==> src/rtl/clk_gate_ctrl.sv <==
// -----------------------------------------------------------------------------
// clk_gate_ctrl
//
// Generates the enable for an integrated clock-gating cell that sits in front
// of a gated clock domain. Requesters raise a level request. The controller
// turns the clock on, waits a settle period, and then acknowledges. Once
// requests, domain activity and the force input are all idle, it waits a
// programmable hysteresis period and then turns the clock off. The block runs
// in the free-running clock domain.
//
// Ports
//   clk_i          free-running clock
//   rst_ni         asynchronous active-low reset
//   req_i          per-requester level request for the gated clock
//   ack_o          per-requester acknowledge (clock running and settled)
//   busy_i         gated-domain activity flag; holds the clock on
//   force_on_i     test/debug override; keeps or turns the clock on
//   idle_thresh_i  hysteresis length, sampled when DRAIN is entered
//   clk_en_o       registered enable to the gating cell's en_i
//   state_o        current state (OFF=0, WAKE=1, ON=2, DRAIN=3)
//
// state | meaning
// ------+----------------------------------------------------------------
// OFF   | clock gated off, waiting for any need
// WAKE  | clock enabled, counting down the settle period
// ON    | clock settled, active requests acknowledged
// DRAIN | nothing needs the clock; hysteresis countdown before OFF
// -----------------------------------------------------------------------------
module clk_gate_ctrl #(
    parameter int NUM_REQ     = 4,
    parameter int WAKE_CYCLES = 2,
    parameter int IDLE_CNT_W  = 8
) (
    input  logic                  clk_i,
    input  logic                  rst_ni,
    input  logic [NUM_REQ-1:0]    req_i,
    output logic [NUM_REQ-1:0]    ack_o,
    input  logic                  busy_i,
    input  logic                  force_on_i,
    input  logic [IDLE_CNT_W-1:0] idle_thresh_i,
    output logic                  clk_en_o,
    output logic [1:0]            state_o
);

    localparam int WAKE_W = $clog2(WAKE_CYCLES) + 1;
    localparam logic [WAKE_W-1:0] WAKE_LOAD = WAKE_W'(WAKE_CYCLES - 1);

    typedef enum logic [1:0] {
        ST_OFF   = 2'd0,
        ST_WAKE  = 2'd1,
        ST_ON    = 2'd2,
        ST_DRAIN = 2'd3
    } state_t;

    state_t                 state_q, state_d;
    logic [WAKE_W-1:0]      wake_cnt_q, wake_cnt_d;
    logic [IDLE_CNT_W-1:0]  idle_cnt_q, idle_cnt_d;
    logic                   clk_en_q, clk_en_d;
    logic [NUM_REQ-1:0]     ack_q, ack_d;
    logic                   need;

    assign need = (|req_i) | busy_i | force_on_i;

    always_ff @(posedge clk_i or negedge rst_ni) begin
        if (!rst_ni) begin
            state_q    <= ST_OFF;
            wake_cnt_q <= '0;
            idle_cnt_q <= '0;
            clk_en_q   <= 1'b0;
            ack_q      <= '0;
        end else begin
            state_q    <= state_d;
            wake_cnt_q <= wake_cnt_d;
            idle_cnt_q <= idle_cnt_d;
            clk_en_q   <= clk_en_d;
            ack_q      <= ack_d;
        end
    end

    always_comb begin
        state_d    = state_q;
        wake_cnt_d = wake_cnt_q;
        idle_cnt_d = idle_cnt_q;

        unique case (state_q)
            ST_OFF: begin
                if (need) begin
                    state_d    = ST_WAKE;
                    wake_cnt_d = WAKE_LOAD;
                end
            end
            ST_WAKE: begin
                // Need is ignored here: a wake always settles into ON.
                if (wake_cnt_q == '0) begin
                    state_d = ST_ON;
                end else begin
                    wake_cnt_d = wake_cnt_q - WAKE_W'(1);
                end
            end
            ST_ON: begin
                if (!need) begin
                    state_d    = ST_DRAIN;
                    idle_cnt_d = idle_thresh_i;
                end
            end
            ST_DRAIN: begin
                // Clock is still running, so a new need returns straight to ON.
                if (need) begin
                    state_d = ST_ON;
                end else if (idle_cnt_q == '0) begin
                    state_d = ST_OFF;
                end else begin
                    idle_cnt_d = idle_cnt_q - IDLE_CNT_W'(1);
                end
            end
            default: begin
                state_d = ST_OFF;
            end
        endcase

        clk_en_d = (state_d != ST_OFF);
        ack_d    = (state_d == ST_ON) ? req_i : '0;
    end

    assign ack_o    = ack_q;
    assign clk_en_o = clk_en_q;
    assign state_o  = state_q;

endmodule

==> config.mk <==
export PLATFORM = sky130hd
export DESIGN_NAME = clk_gate_ctrl
export DESIGN_NICKNAME = d
export VERILOG_FILES = /design/src/rtl/clk_gate_ctrl.sv
export SDC_FILE = /design/constraint.sdc
export NUM_CORES = 1
export LEC_CHECK = 0
export BUFFER_PORTS_ARGS = -buffer_cell sky130_fd_sc_hd__clkbuf_2
export CORE_MARGIN = 3
export CORE_UTILIZATION = 40
export DETAILED_ROUTE_END_ITERATION = 16
export MAX_ROUTING_LAYER = met4
export PLACE_DENSITY = 0.63
export SETUP_SLACK_MARGIN = 0.15
export SYNTH_ARGS = -nofsm -noshare
export SYNTH_HDL_FRONTEND = slang
export SYNTH_SLANG_ARGS = --single-unit
export TNS_END_PERCENT = 5
==> constraint.sdc <==
create_clock -name clk_i -period 1.55 [get_ports clk_i]
set_input_delay 0.0775 -clock clk_i [delete_from_list [all_inputs] [get_ports clk_i]]
set_output_delay 0.0775 -clock clk_i [all_outputs]
set_load 0.005 [all_outputs]
==> flow_summary.json <==
{
  "cts_tree": "done",
  "synth.distinct_cells": 36,
  "grt_pass1_wl_microns": 3710,
  "start_util": 0.445,
  "synth_seq_cells": 17,
  "worst-endpoint-required_ps": 1720,
  "cp-end-kind": "flop",
  "drt-total-wl_microns": 2310,
  "htree_levels": 1,
  "min-delay-path-class": "input pin to flop",
  "final_cell_mix": "clkbuf_2, buf_4, dfrtp_1",
  "clk_latency_ps": 290,
  "holdPathStages": 2,
  "slowest_delay_ps": 430,
  "worst-path-buf-inv": 2,
  "whs_endpoint": "ack_o[2]",
  "met3_length_microns": 132,
  "violations": "setup timing",
  "regToRegSetupSlack_ps": -70,
  "grt_overflow": 0,
  "dp_hpwl_microns": 1660,
  "port_buffers": 22,
  "multi_input_area_sq_um": 522,
  "slowest_stage": "dfrtp_1",
  "grt_antenna_before_repair": 0,
  "maxSlewHeadroom": 0.714,
  "max_freq_ghz": 0.618,
  "cts_buffers": 3,
  "wire_per_inst_microns": 14.0,
  "drtIter0Drc": 15,
  "fp-row-count": 16,
  "seqPwrFrac": 0.473,
  "drv_slew": 0,
  "start_kind": "flop",
  "hold_slack_ps": 38.2,
  "route.met2.wl_microns": 1080,
  "clockBufferDepth": 2,
  "clkPwrFrac": 0.219,
  "die_h_microns": 54.1,
  "peakVddDrop_mv": 0.528,
  "cts.sinks": 17,
  "ys_seq_area_frac": 0.459,
  "hold_violations": 0,
  "synth_fp_nets": 109,
  "drive_gt1_frac": 0.457,
  "setup_tns_ps": -183,
  "vias": 887,
  "synth_area_sq_um": 927,
  "m1WireLength_microns": 1070,
  "grt_max_degree": 18,
  "syn_inst": 91,
  "r2r-end": "idle_cnt_q[5]",
  "pre_cts_ws_ps": -119,
  "cts-root-buf": "clkbuf_4",
  "worstHoldStart": "req_i[2]",
  "die_x_microns": 54.1,
  "path_cells": "buf_4 > or4_4 > buf_6 > o21ai_2 > nand3_1 > o2bb2ai_1",
  "p_int_uw": 785,
  "timing.rr.start": "idle_cnt_q[1]",
  "fin_nets": 157,
  "power.leakage_uw": 0.000586,
  "regArea_sq_um": 425,
  "clk_pin_slew_worst_paths_ps": 100,
  "power_frac_comb": 0.308,
  "setup_viol": 7,
  "diodes": 0,
  "track_usage": 0.183,
  "total_power_uw": 1100,
  "crit_type": "flop to flop",
  "rsz0062_at_grt": "true",
  "clock_skew_ps": 6.14,
  "worst_slack_ps": -67.3,
  "period_needed_ps": 1620,
  "p_sw_frac": 0.287,
  "highest_layer": "met4",
  "path_max_fanout": 4,
  "syn-mean-instance-area_sq_um": 10.2,
  "grt_pass1_vias": 878,
  "ys_warn_count": 0,
  "core_area_sq_um": 2080,
  "first_pass_iters": 4,
  "final_common_cell": "clkbuf_2",
  "globalplace.congestion": 0.824,
  "period_share": 1.04,
  "ios": 23,
  "vias_per_cell": 5.38,
  "status": "finished, violations left",
  "path_delay_family": "simple AND/OR/NAND/NOR gates",
  "nFillCells": 175,
  "worst_pin_slew_ps": 429,
  "pwr_density_cell_nw_per_um2": 827,
  "ff2ff_path_depth": 6,
  "max_cap_viol_count": 0,
  "arrival_ps": 1790,
  "die-area_sq_um": 2930,
  "ant_nets": 0,
  "p_switching_uw": 316,
  "syn_to_final_growth_pct": 43.6,
  "fin_util": 0.639,
  "drc": 0
}
==> how the worst max path moves through the flow <==
stage	start	to	slack, ps	depth (start not counted)
after CTS	idle_cnt_q[6]	idle_cnt_q[1]	-20	6
after global placement	idle_cnt_q[5]	idle_cnt_q[1]	-70	6
after floorplan	force_on_i	idle_cnt_q[1]	-50	4
after global routing	idle_cnt_q[5]	idle_cnt_q[1]	-140	6
final	idle_cnt_q[1]	idle_cnt_q[5]	-70	6
after detailed placement	force_on_i	wake_cnt_q[0]	-120	5
==> sequential cells by signal (all words and copies together) (netlist names) <==
signal	flops
clk_en_o	1
ack_o	4
state_o	2
wake_cnt_q	2
idle_cnt_q	8
==> cell type report <==
type / count / area share
timing repair buffer: 47 / 0.232
inverter: 4 / 0.0113
tap: 27 / 0.0254
clock buffer: 4 / 0.0197
multi-input combinational: 66 / 0.392
sequential: 17 / 0.320
==> layer usage <==
metal  track usage  up-vias
li1              -      439
met1         0.210      420
met2         0.299       24
met3        0.0582        4
met4        0.0622        0
met5             -        -
==> repair_timing <==
item                                   in CTS  in global routing
gates resized for setup                    12                  1
hold buffers                                3                  0
pin swaps                                  12                  3
setup endpoints to repair                  11                 11
endpoints found under the hold margin      19                  0
setup buffers                               1                  2
==> worst register-to-register path, delay by kind of cell, from the launching register on <==
kind	cells	cell delay (ps)
compound gates	2	260
buf+inv	2	290
flops	1	430
simple gates	2	520
==> through the flow <==
step                      instances  instance area, sq um
final                           165                  1330
after floorplan                  91                   930
after detailed placement        155                  1200
after global placement          155                  1200
after CTS                       163                  1310
after global routing            165                  1330
==> Yosys cell counts <==
| library cell | n | area share |
|---|---|---|
| a211o_1 | 1 | 0.0094 |
| a21oi_1 | 5 | 0.027 |
| a22o_1 | 1 | 0.0094 |
| a22oi_1 | 3 | 0.024 |
| a31oi_1 | 1 | 0.0068 |
| and2_1 | 2 | 0.013 |
| clkbuf_1 | 4 | 0.016 |
| dfrtp_1 | 17 | 0.46 |
| ha_1 | 2 | 0.027 |
| inv_1 | 4 | 0.016 |
| mux2_2 | 1 | 0.012 |
| mux2_4 | 1 | 0.016 |
| nand2_1 | 5 | 0.020 |
| nand2_4 | 1 | 0.012 |
| nand2b_1 | 1 | 0.0068 |
| nand3_1 | 3 | 0.016 |
| nand4_1 | 1 | 0.0068 |
| nor2_1 | 6 | 0.024 |
| nor2b_1 | 1 | 0.0068 |
| nor3_1 | 3 | 0.016 |
| nor3b_1 | 1 | 0.0081 |
| nor4_1 | 1 | 0.0068 |
| nor4b_4 | 1 | 0.026 |
| nor4bb_1 | 1 | 0.011 |
| o2111ai_1 | 1 | 0.0094 |
| o211ai_1 | 3 | 0.024 |
| o21a_1 | 4 | 0.032 |
| o21ai_0 | 3 | 0.016 |
| o21bai_1 | 1 | 0.0081 |
| o2bb2ai_1 | 6 | 0.057 |
| o31ai_1 | 1 | 0.0081 |
| o41ai_1 | 1 | 0.0094 |
| or3_2 | 1 | 0.0081 |
| or3b_2 | 1 | 0.0094 |
| or4_1 | 1 | 0.0081 |
| or4_4 | 1 | 0.012 |
==> power by group through the flow <==
stage	sequential, uW	combinational [uW]	clock [uW]
3_5_place_dp	523	265	0
2_1_floorplan	531	109	0
4_1_cts	520	309	255
5_1_grt	526	370	267
3_3_place_gp	523	261	0
6_report	521	339	241
==> cell families after synthesis <==
kind of cell,Yosys count,synth area share
AND/OR/NAND/NOR,31,0.212
adder cells (fa/ha/maj),2,0.0270
buffers and inverters,8,0.0324
flip-flops,17,0.459
multiplexers,2,0.0283
AO/OA/AOI/OAI,31,0.242
Power figures use the tool's default switching activity.
